**config.mk**
```make
export PLATFORM = sky130hd
export DESIGN_NAME = player_ctrl
export DESIGN_NICKNAME = d
export VERILOG_FILES = /design/src/rtl/player_ctrl.sv
export SDC_FILE = /design/constraint.sdc
export NUM_CORES = 1
export LEC_CHECK = 0
export ABC_AREA = 1
export BUFFER_PORTS_ARGS = -buffer_cell sky130_fd_sc_hd__buf_2
export CAP_MARGIN = 20
export CORE_MARGIN = 5
export CORE_UTILIZATION = 32
export DETAILED_ROUTE_END_ITERATION = 8
export HOLD_SLACK_MARGIN = 0.03
export SETUP_SLACK_MARGIN = 0.5
export SLEW_MARGIN = 25
export SYNTH_ARGS = -nofsm -noshare
export SYNTH_HDL_FRONTEND = slang
export SYNTH_SLANG_ARGS = --single-unit
```
**constraint.sdc**
```tcl
create_clock -name clk_i -period 5.6 [get_ports clk_i]
set_input_delay 0.28 -clock clk_i [delete_from_list [all_inputs] [get_ports clk_i]]
set_output_delay 0.28 -clock clk_i [all_outputs]
set_load 0.01 [all_outputs]
```
**src/rtl/player_ctrl.sv**
```systemverilog
// Player ship controller: owns ship position, lives, level and fire requests; pauses on hit/clear/death/win.
// Latency: every output is registered, updated one clk_i cycle after the sampled input or event.
// Backpressure: none; shot_busy_i suppresses new shots, and paused states wait for a fire edge to resume.
//
// Ports:
//   clk_i, reset_i                 clock, synchronous active-high reset
//   frame_i                        one-cycle pulse per video frame (movement / flash timebase)
//   move_left_i, move_right_i      debounced direction buttons (level)
//   shoot_i                        fire/resume button (level, edge-detected here)
//   shot_busy_i                    player bullet already in flight
//   hit_i, level_clear_i           player struck / all enemies destroyed
//   pos_left_o, pos_right_o        ship horizontal extent in pixels
//   lives_o, level_o               remaining lives, current level (1-based)
//   alive_o .. game_over_o         status flags and single-cycle pulses
//   state_o                        one-hot present state (debug)
//
// Optional feature: define PLAYER_BONUS_LIFE_EN to award a life when clearing an even level.

module player_ctrl #(
    parameter int screen_width_p = 640,
    parameter int ship_width_p   = 32,
    parameter int pos_width_p    = 10,
    parameter int step_p         = 2,
    parameter int init_lives_p   = 2,
    parameter int max_lives_p    = 3,
    parameter int levels_p       = 8,
    parameter int flash_frames_p = 8
) (
    input  logic                               clk_i,
    input  logic                               reset_i,
    input  logic                               frame_i,
    input  logic                               move_left_i,
    input  logic                               move_right_i,
    input  logic                               shoot_i,
    input  logic                               shot_busy_i,
    input  logic                               hit_i,
    input  logic                               level_clear_i,
    output logic [pos_width_p-1:0]             pos_left_o,
    output logic [pos_width_p-1:0]             pos_right_o,
    output logic [$clog2(max_lives_p+1)-1:0]   lives_o,
    output logic [$clog2(levels_p+1)-1:0]      level_o,
    output logic                               alive_o,
    output logic                               paused_o,
    output logic                               flash_o,
    output logic                               shot_o,
    output logic                               level_beat_o,
    output logic                               game_won_o,
    output logic                               game_over_o,
    output logic [6:0]                         state_o
);

    localparam int LIVES_W = $clog2(max_lives_p + 1);
    localparam int LEVEL_W = $clog2(levels_p + 1);
    localparam int FLASH_W = (flash_frames_p > 1) ? $clog2(flash_frames_p) : 1;

    localparam logic [pos_width_p-1:0] POS_MAX  = pos_width_p'(screen_width_p - ship_width_p);
    localparam logic [pos_width_p-1:0] POS_CTR  = pos_width_p'((screen_width_p - ship_width_p) / 2);
    localparam logic [pos_width_p-1:0] STEP     = pos_width_p'(step_p);
    localparam logic [pos_width_p-1:0] SHIP_M1  = pos_width_p'(ship_width_p - 1);

    localparam logic [LIVES_W-1:0] INIT_LIVES = LIVES_W'(init_lives_p);
    localparam logic [LIVES_W-1:0] ONE_LIFE   = LIVES_W'(1);
    localparam logic [LEVEL_W-1:0] LAST_LEVEL = LEVEL_W'(levels_p);
    localparam logic [LEVEL_W-1:0] FIRST_LVL  = LEVEL_W'(1);
    localparam logic [FLASH_W-1:0] FLASH_LAST = FLASH_W'(flash_frames_p - 1);
`ifdef PLAYER_BONUS_LIFE_EN
    localparam logic [LIVES_W-1:0] MAX_LIVES  = LIVES_W'(max_lives_p);
`endif

    typedef enum logic [6:0] {
        S_IDLE     = 7'b0000001,
        S_LEFT     = 7'b0000010,
        S_RIGHT    = 7'b0000100,
        S_HIT      = 7'b0001000,
        S_LVL_DONE = 7'b0010000,
        S_DEAD     = 7'b0100000,
        S_WON      = 7'b1000000
    } state_t;

    state_t                 state_q;
    state_t                 state_d;
    state_t                 btn_state;
    logic                   shoot_q;
    logic                   fire_edge;
    logic                   active;
    logic                   recentre;
    logic [FLASH_W-1:0]     flash_cnt_q;
    logic [pos_width_p-1:0] pos_moved;
    logic [pos_width_p-1:0] pos_d;

    assign state_o = state_q;

    always_comb begin
        fire_edge = shoot_i & ~shoot_q;
        active    = (state_q == S_IDLE) || (state_q == S_LEFT) || (state_q == S_RIGHT);
    end

    // Exactly one button selects a direction; none or both means stand still.
    always_comb begin
        btn_state = S_IDLE;
        if (move_left_i && !move_right_i)
            btn_state = S_LEFT;
        else if (move_right_i && !move_left_i)
            btn_state = S_RIGHT;
    end

    // Next state: in play, a hit outranks a level clear, which outranks the buttons.
    always_comb begin
        state_d = state_q;
        case (state_q)
            S_IDLE, S_LEFT, S_RIGHT: begin
                if (hit_i)
                    state_d = (lives_o > ONE_LIFE) ? S_HIT : S_DEAD;
                else if (level_clear_i)
                    state_d = (level_o == LAST_LEVEL) ? S_WON : S_LVL_DONE;
                else
                    state_d = btn_state;
            end
            S_HIT, S_LVL_DONE, S_DEAD: begin
                if (fire_edge)
                    state_d = S_IDLE;
            end
            S_WON:   state_d = S_WON;
            default: state_d = S_IDLE;
        endcase
    end

    // Movement follows the present state, so a frame tick that coincides with a
    // state change still moves according to the state being left.
    always_comb begin
        pos_moved = pos_left_o;
        if (frame_i && state_q == S_LEFT)
            pos_moved = (pos_left_o > STEP) ? (pos_left_o - STEP) : '0;
        else if (frame_i && state_q == S_RIGHT)
            pos_moved = ((POS_MAX - pos_left_o) <= STEP) ? POS_MAX : (pos_left_o + STEP);
    end

    // Recentring on level clear and on restart takes precedence over the tick.
    always_comb begin
        recentre = ((state_d == S_LVL_DONE) && (state_q != S_LVL_DONE)) ||
                   ((state_q == S_DEAD) && fire_edge);
        pos_d    = recentre ? POS_CTR : pos_moved;
    end

    always_ff @(posedge clk_i) begin
        if (reset_i) begin
            state_q      <= S_IDLE;
            shoot_q      <= 1'b0;
            pos_left_o   <= POS_CTR;
            pos_right_o  <= POS_CTR + SHIP_M1;
            lives_o      <= INIT_LIVES;
            level_o      <= FIRST_LVL;
            flash_cnt_q  <= '0;
            flash_o      <= 1'b0;
            shot_o       <= 1'b0;
            level_beat_o <= 1'b0;
            alive_o      <= 1'b1;
            paused_o     <= 1'b0;
            game_won_o   <= 1'b0;
            game_over_o  <= 1'b0;
        end else begin
            state_q     <= state_d;
            shoot_q     <= shoot_i;
            pos_left_o  <= pos_d;
            pos_right_o <= pos_d + SHIP_M1;

            // Paused states never fire, so the resuming edge cannot launch a shot.
            shot_o       <= active & fire_edge & ~shot_busy_i;
            // A simultaneous hit swallows the clear; upstream re-asserts it later.
            level_beat_o <= active & ~hit_i & level_clear_i;

            alive_o     <= (state_d != S_DEAD);
            paused_o    <= (state_d == S_HIT) || (state_d == S_LVL_DONE) ||
                           (state_d == S_DEAD) || (state_d == S_WON);
            game_over_o <= (state_d == S_DEAD);
            game_won_o  <= (state_d == S_WON);

            if (active && hit_i) begin
                lives_o <= (lives_o > ONE_LIFE) ? (lives_o - 1'b1) : '0;
            end else if (active && level_clear_i && (level_o != LAST_LEVEL)) begin
                level_o <= level_o + 1'b1;
`ifdef PLAYER_BONUS_LIFE_EN
                // Bonus judged on the level just cleared, before the increment.
                if (!level_o[0] && (lives_o < MAX_LIVES))
                    lives_o <= lives_o + 1'b1;
`endif
            end

            if ((state_q == S_DEAD) && fire_edge) begin
                lives_o <= INIT_LIVES;
                level_o <= FIRST_LVL;
            end

            // Flash only runs while in HIT; leaving HIT by any path clears it.
            if (state_q == S_HIT && !fire_edge) begin
                if (frame_i) begin
                    if (flash_cnt_q == FLASH_LAST) begin
                        flash_cnt_q <= '0;
                        flash_o     <= ~flash_o;
                    end else begin
                        flash_cnt_q <= flash_cnt_q + 1'b1;
                    end
                end
            end else begin
                flash_cnt_q <= '0;
                flash_o     <= 1'b0;
            end
        end
    end

endmodule

```
==> impl_results.md, run 1 <==
* Kind of critical path: register to register
* Setup Viol. Count Final at 0
* Pre-CTS WS at 3.20 ns
* Final Core Density at 38.0%
* IO Count at just under 50
* Buffers on Ports at between 40 and 50
* Critical path peak fanout at 8
* GR Overflow Total at 0
* H-tree levels at 2
* Vias in the first global route at roughly 2.4k
* Resized Gates After CTS at 0
* DR DRC count at 0
* ANT cells at 0
* Pleak at around 1.6 nW
* Global-route wire length before repair at approximately 11000 um
* CTS root buffer: clkbuf_8
* Core footprint at ~8300 um^2
* Max IR drop VDD at between 0.1 and 0.15 mV
* Syn_nets at 414
* Die area at about 11000 um^2
* Die width at between 100 and 150 um
* Outcome: complete, no violations
* Post-synth ARST share at 0%
* Largest net degree at the start of global routing at 24
* Period utilization at between 40% and 50%
* Slowest cell on crit path: dfxtp_1
* Cell Rows at 33
* NumNets Final at 461
* Post-CTS setup buffer count at 0
* Fraction of the yosys area taken by sequential cells at ~32%
* Ranking of synthesized cells by area: dfxtp_1 (32%), nand2_1 (12%), nor2_1 (7.2%)
* Final hold violations at 0
* Crit start category: register
* Number of distinct library cells after synthesis at 39
* Avg WL per Cell at 12.1 um
* TritonCTS buffer count at 5
* Overall routed net length at between 6000 and 7000 um
* Post-synthesis cell count at 392
* Post-synth EDFFs at 0
* Largest area contributor in the netlist: dfxtp_1
* Yosys top cell area share at 32.0%
* CTS hold repair buffers at 0
* Vias per cell at about 4.8
* Relative slew slack at between 60 and 70%
* Post-Syn Area at 2750 um^2
* Worst endpoint data arrival time at roughly 2.6 ns
* Tightest Pin Transition at between 0.5 and 0.6 ns
* Min-Delay Path Class: input pin to register
* Clk_lat worst skew at approximately 0.29 ns
* Drt first-iter violations at between 100 and 150
* Post-route ant nets at 0
* Post-route setup slack at 3.18 ns
* Placed Instances at between 500 and 600
* FMAX at just over 400 MHz
* Total Power at 0.669 mW
* Max Cap Violations at 0
* CP Capture Type: register
* Via count at between 2k and 3k
* RSZ-0062 raised after global routing: no
* Synthesized flop and latch total at 44
* Drt pass-1 iters at 4
* DIE HEIGHT at 103 um
* Syn avg cell area at about 7 um^2
* CTS tree: built
* Top-count cell post-synth: nand2_1
* WP data required at 5.76 ns
* Global-route usage over all layers at between 10% and 20%
* CTS max path bufs at 2
* Area Growth Syn to Fin at 14.7%
* CP cell instances: inv_1 > ha_1 > inv_1 > o21ai_0 > nand3_1 > nor2_1 > nand2_1 > nand3_2 > ha_1 > inv_1 > nor2_2 > nand3_2 > nand3_1 > nand3_1
* Final Max Tran Viols at 0
* Initial cell density of the core at 33.1%
* Clock slew at reported path FFs at around 0.080 ns
* Warnings from Yosys at 0
* Tmin final at between 2 and 2.5 ns
* Clk sinks at between 40 and 50
* Setup TNS at 0 ns
* HPWL after DPL at roughly 5300 um
* GP Congestion at around 0.83
* Number of antenna violations at the first check in global routing at 0
* Final Instance Count excl. Fillers at 545
* Top cells by count, synth: nand2_1 (85), nor2_1 (53), inv_1 (49)
* Power per Cell Area at approximately 210 nW/um^2
* Setup Skew at 0.00642 ns
* Top_reg_cell synth: dfxtp_1
* Share of cells above drive strength 1 at between 20% and 30%
* Crit-path max cell delay at ~0.39 ns
## logic make-up (layout without fill, tap and decap cells)
group | after synthesis | in the layout | synth area share [%]
simple gates | 216 | 216 | 39.0
buf+inv | 68 | 116 | 10.5
flops | 44 | 44 | 32.0
compound gates | 42 | 42 | 9.65
fa+ha+maj | 13 | 13 | 5.91
xor+xnor | 9 | 9 | 2.87
## per-layer routing
layer  GRT usage (%)  share of wire, %  vias to the layer above
met3            3.11               4.7                        9
met5               0                 0                        -
met4            3.53               1.4                        0
li1                -                 -                     1334
met1            17.1                48                     1195
met2            22.0                46                       53
## flip-flops by register name, summed over array words and instances, names as in the netlist
signal        flops
shoot_q           1
flash_cnt_q       3
game_over_o       1
paused_o          1
pos_right_o      10
alive_o           1
game_won_o        1
state_o           7
lives_o           2
shot_o            1
level_beat_o      1
pos_left_o       10
level_o           4
flash_o           1
## worst paths after layout
check,startpoint,to,slack (ns),cells past startpoint
hold reg to reg,flash_cnt_q[1],flash_cnt_q[1],0.48,2
setup reg to reg,pos_left_o[1],pos_right_o[6],3.18,14
setup / recovery,pos_left_o[1],pos_right_o[6],3.18,14
hold / removal,shot_busy_i,shot_o,0.15,2
## critical path: cells and delay by family, from the launching register on
kind	cells	cell delay [ns]
simple gates	8	1.01
compound gates	1	0.14
buf+inv	3	0.34
fa+ha+maj	2	0.42
flops	1	0.39
## final cells by class
| type | count | area (um^2) |
|---|---|---|
| fillers | 882 | 5140 |
| flip-flops and latches | 44 | 881 |
| well taps | 105 | 131 |
| multi-input cells | 280 | 1580 |
| repair buffers | 48 | 240 |
| clock buffers | 8 | 90.1 |
| inverters | 60 | 233 |
## per-stage QoR
stage	area (um^2)	hold slack, ns
after floorplan	2750	0.358
after global placement	3070	0.452
after detailed placement	3070	0.458
after CTS	3160	0.141
after global routing	3160	0.136
final	3160	0.153
## where the power goes
part	total, mW	switching, mW	internal, mW
clock	0.201	0.100	0.101
combinational	0.127	0.0833	0.0436
sequential	0.341	0.0132	0.328
total	0.669	0.197	0.472
## cells in the final DEF, fill, tap and decap left out, types with 2 or more instances in the layout
| master | n |
|---|---|
| o21ai_1 | 3 |
| inv_4 | 3 |
| nor2_2 | 5 |
| nand2_2 | 5 |
| nor2_8 | 2 |
| nand3_1 | 31 |
| ha_1 | 13 |
| a31oi_1 | 2 |
| buf_2 | 48 |
| dfxtp_1 | 44 |
| o21a_1 | 2 |
| o21ai_2 | 2 |
| nor4_1 | 2 |
| a21boi_0 | 2 |
| clkbuf_1 | 2 |
| nor3_1 | 7 |
| nand4_1 | 6 |
| nor2_4 | 7 |
| a21oi_1 | 13 |
| inv_2 | 8 |
| nand2_4 | 3 |
| nor2_1 | 53 |
| nand2_1 | 85 |
| clkbuf_8 | 6 |
| nand3_2 | 7 |
| xor2_1 | 9 |
| inv_1 | 49 |
| o21ai_0 | 12 |
(Power assumes the default switching activity.)
==> run 2: changes to the inputs <==
clock period = 2.1 ns   (was 5.6 ns; I/O delays follow)
==> run 2 against run 1 <==
  * Clock power increased to 3.3 times the previous value
  * Final area increased by 27%
  * Power increased to 3.2 times the previous value
  * Hold slack got worse by 0.071 ns
  * Via count increased by 6.7%
  * Critical path depth increased by 1
  * Clock skew increased by 0.0068 ns
  * Sequential share of layout area decreased by 5.1 points
  * Largest cell class unchanged
  * Wire length increased by 16%
==> impl_results.md, run 2 (synthesis results as in run 1) <==
* Setup Viol. Count Final at 0 (unchanged)
* Period utilization at 95.5% (+52 points)
* Seq. cell area at 910 um^2 (+3.3%)
* Critical path peak fanout at 5 (-3)
* H-tree levels at 2 (unchanged)
* CTS root buffer: clkbuf_8
* Global-route usage over all layers at 14.8% (+1.6 points)
* Final Max Tran Viols at 0 (unchanged)
* Worst r2r path cells at 15 (+1)
* DIE HEIGHT at 103 um (unchanged)
* Overall routed net length at 7700 um (+16%)
* Pleak at 1.88 nW (+20%)
* Global-route wire length before repair at 12600 um (+12%)
* IO Count at 49 (unchanged)
* Via count at 2765 (+6.7%)
* Avg WL per Cell at 13.0 um (+7.2%)
* Max IR drop VDD at 0.393 mV (+230%)
* Die width at 103 um (unchanged)
* Tmin final at 2.01 ns (-0.418 ns)
* Buffers on Ports at 48 (unchanged)
* Crit start category: register
* Max Cap Violations at 0 (unchanged)
* R2r startpoint: pos_left_o[1]
* Tightest Pin Transition at 0.516 ns (-0.00277 ns)
* TritonCTS buffer count at 5 (unchanged)
* Clk_lat worst skew at 0.30 ns (about the same)
* Largest net degree at the start of global routing at 24 (unchanged)
* Hold Path Sink: state_o[2]
* Endpoint of the lowest-slack register-to-register path: pos_right_o[8]
* Cell Rows at 33 (unchanged)
* Final Core Density at 48.1% (+10 points)
* ANT cells at 0 (unchanged)
* Most frequent cells in the layout: nand2_1 (76), buf_2 (48), nor2_1 (42)
* Drt first-iter violations at 115 (-20%)
* CP Capture Type: register
* Total Power at 2.12 mW (+220%)
* Drt pass-1 iters at 4 (unchanged)
* DR DRC count at 0 (unchanged)
* Outcome: complete, no violations
* CTS tree: built
* Vias in the first global route at 2845 (+17%)
* Register-to-register setup slack at 0.09 ns (-3.08 ns)
* Placed Instances at 550 (+2.4%)
* Share of cells above drive strength 1 at 47.6% (+25 points)
* HPWL after DPL at 5470 um (+3.7%)
* Final Instance Count excl. Fillers at 592 (+8.6%)
* Commonest non-fill, non-tap cell in the layout: nand2_1
* CTS max path bufs at 2 (unchanged)
* NumNets Final at 508 (+10%)
* Post-route ant nets at 0 (unchanged)
* GR Overflow Total at 0 (unchanged)
* RSZ-0062 raised after global routing: yes
* Core footprint at 8300 um^2 (unchanged)
* Kind of critical path: register to register
* Area Growth Syn to Fin at 45.2%
* WP data required at 2.28 ns (-3.48 ns)
* Hold Crit Depth at 4 (+2)
* Fillers at 811 (-8.0%)
* FMAX at 498 MHz (+21%)
* Min-Delay Path Class: input pin to register
* Initial cell density of the core at 33.1% (unchanged)
* Die area at 10500 um^2 (unchanged)
* Power per Cell Area at 532 nW/um^2 (+150%)
* Relative slew slack at 65.6% (+0.18 points)
* Area of the multi-input gates at 1940 um^2 (+23%)
* Setup Skew at 0.0132 ns (+0.00680 ns)
* Clk sinks at 44 (unchanged)
* Hold_sp: level_clear_i
* Final hold violations at 0 (unchanged)
* Number of antenna violations at the first check in global routing at 0 (unchanged)
* GP Congestion at 0.843 (+0.98%)
* Worst endpoint data arrival time at 2.19 ns (-0.40 ns)
* Clock slew at reported path FFs at 0.09 ns (about the same)
* Vias per cell at 4.67 (-1.8%)
run 2: layer usage:
metal	share of wire [%]	GRT usage, %	up-vias
met5	0	0	-
li1	-	-	1429
met3	4.5	3.11	13
met4	2.1	4.94	0
met2	48	26.2	53
met1	45	17.8	1270
run 2: per-stage QoR:
step	hold WS, ns	setup slack [ns]	instance area (um^2)	TNS [ns]
CTS	0.0738	0.110	3730	0
finish	0.0820	0.0938	3990	0
global route	0.0991	-0.0710	3990	-0.305
floorplan	0.183	0.231	2830	0
global placement	0.282	0.0499	3250	0
detailed placement	0.274	0.0115	3250	0
run 2: layout make-up:
| class | count | share of cell area, % |
|---|---|---|
| Timing Repair Buffer | 95 | 15.8 |
| Clock inverter | 3 | 1.07 |
| Clock buffer | 5 | 1.72 |
| Sequential cell | 44 | 22.8 |
| Tap cell | 105 | 3.29 |
| Multi-Input combinational cell | 280 | 48.5 |
| Inverter | 60 | 6.77 |
run 2: worst max-delay path: stages, from the launching register on:
cell and delay (ns):
dfxtp_4 0.41, inv_8 0.04, ha_4 0.21, nand2_4 0.07, inv_2 0.03, nor2_1 0.09
nand3_1 0.09, o21bai_1 0.17, nand2_1 0.11, nand3_4 0.10, ha_4 0.14, inv_2 0.04
nor2_4 0.12, nand3_4 0.12, nand3_2 0.09, nand3_2 0.05
run 2: worst max path at each step:
stage / startpoint / to
finish: pos_left_o[1] / pos_right_o[8]
CTS: pos_left_o[1] / pos_right_o[8]
floorplan: state_o[5] / pos_right_o[6]
detailed placement: pos_left_o[1] / pos_right_o[6]
global route: pos_left_o[1] / pos_right_o[8]
global placement: pos_left_o[1] / pos_right_o[8]
run 2: what timing repair did:
item,in CTS,in global routing
endpoints found under the setup margin,21,35
hold endpoints to repair,2,0
gates resized for setup,60,61
buffers inserted,21,11
hold buffers,2,0
pin swaps,32,24
run 2: report_power, final:
part / switching (mW) / internal [mW]
Combinational: 0.320 / 0.236
Clock: 0.303 / 0.352
Sequential: 0.0358 / 0.876
==> run 3: changes to the inputs <==
CTS_BUF_LIST = sky130_fd_sc_hd__clkbuf_4 sky130_fd_sc_hd__clkbuf_8   (was not set)
SETUP_SLACK_MARGIN = 0.1   (was 0.5)
==> run 3 against run 2 <==
  * Global-route usage fell by 0.90 points
  * Non-clock buffer count fell by 20
  * Via count is 4.6% lower
  * Hold slack better by 0.024 ns
  * Sequential share of layout area is 2.4 points higher
  * Critical path depth decreased by 1
  * Critical endpoint is now pos_right_o[3]
  * Largest cell class unchanged
==> impl_results.md, run 3 (synthesis results as in run 1) <==
* FMAX at 497 MHz (-0.26%)
* Met1 GRT Util at 17.4% (-0.37 points)
* Peak-usage layer in the global routing report: met2
* Cell Rows at 33 (unchanged)
* Overall routed net length at 7000 um (-9.1%)
* IO Count at 49 (unchanged)
* Seq. cell area at 892 um^2 (-1.9%)
* Outcome: complete, no violations
* Area of the multi-input gates at 1740 um^2 (-10%)
* Core footprint at 8300 um^2 (unchanged)
* Worst endpoint data arrival time at 2.19 ns (about the same)
* DIE HEIGHT at 103 um (unchanged)
* CTS max path bufs at 2 (unchanged)
* Period utilization at 95.8% (+0.25 points)
* Pleak at 1.70 nW (-9.4%)
* Met2 usage at 24.2% (-2.0 points)
* Drt pass-1 iters at 4 (unchanged)
* Die width at 103 um (unchanged)
* Vias in the first global route at 2534 (-11%)
* Critical path peak fanout at 4 (-1)
* Buffers on Ports at 48 (unchanged)
* Final Core Density at 42.7% (-5.4 points)
* Clk_lat worst skew at 0.29 ns (about the same)
* Area Growth Syn to Fin at 29.0%
* Commonest non-fill, non-tap cell in the layout: nand2_1
* Drt first-iter violations at 176 (+53%)
* Fillers at 848 (+4.6%)
* CP Capture Type: register
* Power per Cell Area at 525 nW/um^2 (-1.4%)
* Initial cell density of the core at 33.1% (unchanged)
* HPWL after DPL at 5370 um (-1.8%)
* Share of cells above drive strength 1 at 35.4% (-12 points)
* Max Cap Violations at 0 (unchanged)
* CTS tree: built
* Die area at 10500 um^2 (unchanged)
* DR DRC count at 0 (unchanged)
* Global-route wire length before repair at 11700 um (-6.9%)
* Crit start category: register
* Met3 usage at 2.77% (-0.34 points)
* Most frequent cells in the layout: nand2_1 (76), nor2_1 (51), buf_2 (48)
* Kind of critical path: register to register
* Register-to-register setup slack at 0.09 ns (about the same)
* Vias per cell at 4.62 (-1.1%)
* H-tree levels at 2 (unchanged)
* Setup Viol. Count Final at 0 (unchanged)
* ANT cells at 0 (unchanged)
* RSZ-0062 raised after global routing: yes
* Post-route ant nets at 0 (unchanged)
* WP data required at 2.28 ns (about the same)
* Final Max Tran Viols at 0 (unchanged)
* Global-route usage over all layers at 13.9% (-0.90 points)
* CTS root buffer: clkbuf_8
* Largest net degree at the start of global routing at 24 (unchanged)
* TritonCTS buffer count at 5 (unchanged)
* Min-Delay Path Class: input pin to register
* Dpl cell area at 3160 um^2 (-2.6%)
* Via count at 2638 (-4.6%)
* Clock slew at reported path FFs at 0.08 ns (about the same)
* GP Congestion at 0.870 (+3.2%)
* Avg WL per Cell at 12.3 um (-5.8%)
* Tmin final at 2.01 ns (+0.00521 ns)
* Clk sinks at 44 (unchanged)
* GR Overflow Total at 0 (unchanged)
* Setup Skew at 0.00926 ns (-0.00396 ns)
* Relative slew slack at 69.6% (+4.0 points)
* Final hold violations at 0 (unchanged)
* Post-route cell area at 3550 um^2 (-11%)
* Tightest Pin Transition at 0.456 ns (-0.0595 ns)
* Number of antenna violations at the first check in global routing at 0 (unchanged)
* NumNets Final at 488 (-3.9%)
* Max IR drop VDD at 0.355 mV (-9.6%)
[run 3: cell count changes in the layout (fill, tap and decap cells not counted), sizes merged]
| cell | previous run | this run |
|---|---|---|
| clkbuf | 5 | 7 |
| clkinv | 1 | 0 |
| buf | 93 | 73 |
| bufinv | 1 | 0 |
| clkinvlp | 1 | 0 |
[run 3: critical path: stages (launching register included)]
cell,delay (ns)
dfxtp_4,0.38
inv_4,0.05
ha_4,0.25
nand2_2,0.05
buf_4,0.13
buf_4,0.12
nand3_1,0.07
nor2_1,0.05
nand3_1,0.10
nand3_2,0.09
a21oi_4,0.21
nor2_4,0.06
buf_4,0.13
a21oi_1,0.10
o21ai_1,0.10
[run 3: final cells by class]
type | count | area share (%)
clock buffer | 7 | 2.72
timing repair buffer | 75 | 12.6
sequential | 44 | 25.1
multi-input combinational | 280 | 49.0
tap | 105 | 3.70
inverter | 60 | 6.84
[run 3: worst paths after layout]
| check | from | to | cells past startpoint |
|---|---|---|---|
| hold reg to reg | flash_cnt_q[1] | flash_cnt_q[1] | 2 |
| setup / recovery | pos_left_o[1] | pos_right_o[3] | 14 |
| setup reg to reg | pos_left_o[1] | pos_right_o[3] | 14 |
| hold / removal | level_clear_i | state_o[1] | 4 |
[run 3: repair_timing]
action                     4_1_cts  5_1_grt
hold endpoints to repair         2        0
gates cloned                     0        0
hold buffers                     2        0
resized for setup               30       26
setup endpoints to repair        6        9
pin swaps                       15       15
setup buffers                    9        4
[run 3: power by group]
part / total, mW / leakage, nW / switching, mW / internal (mW)
clock network: 0.565 / 0.0503 / 0.272 / 0.293
registers: 0.904 / 0.358 / 0.0307 / 0.874
logic: 0.391 / 1.29 / 0.242 / 0.148
[run 3: stage by stage]
| stage | cells | hold WS (ns) | worst slack (ns) | power [mW] | TNS (ns) |
|---|---|---|---|---|---|
| 4_1_cts | 567 | 0.107 | 0.102 | 1.87 | 0 |
| 2_1_floorplan | 392 | 0.183 | 0.101 | 1.17 | 0 |
| 6_report | 571 | 0.106 | 0.0886 | 1.86 | 0 |
| 5_1_grt | 571 | 0.121 | -0.0863 | 1.97 | -0.403 |
| 3_5_place_dp | 549 | 0.283 | -0.0239 | 1.28 | -0.0462 |
| 3_3_place_gp | 549 | 0.288 | 0.0238 | 1.28 | 0 |
[run 3: per-layer routing]
layer	up-vias	share of wire [%]
met5	-	0
met4	0	0.99
met3	8	4.4
met2	65	49
met1	1184	46
li1	1381	-
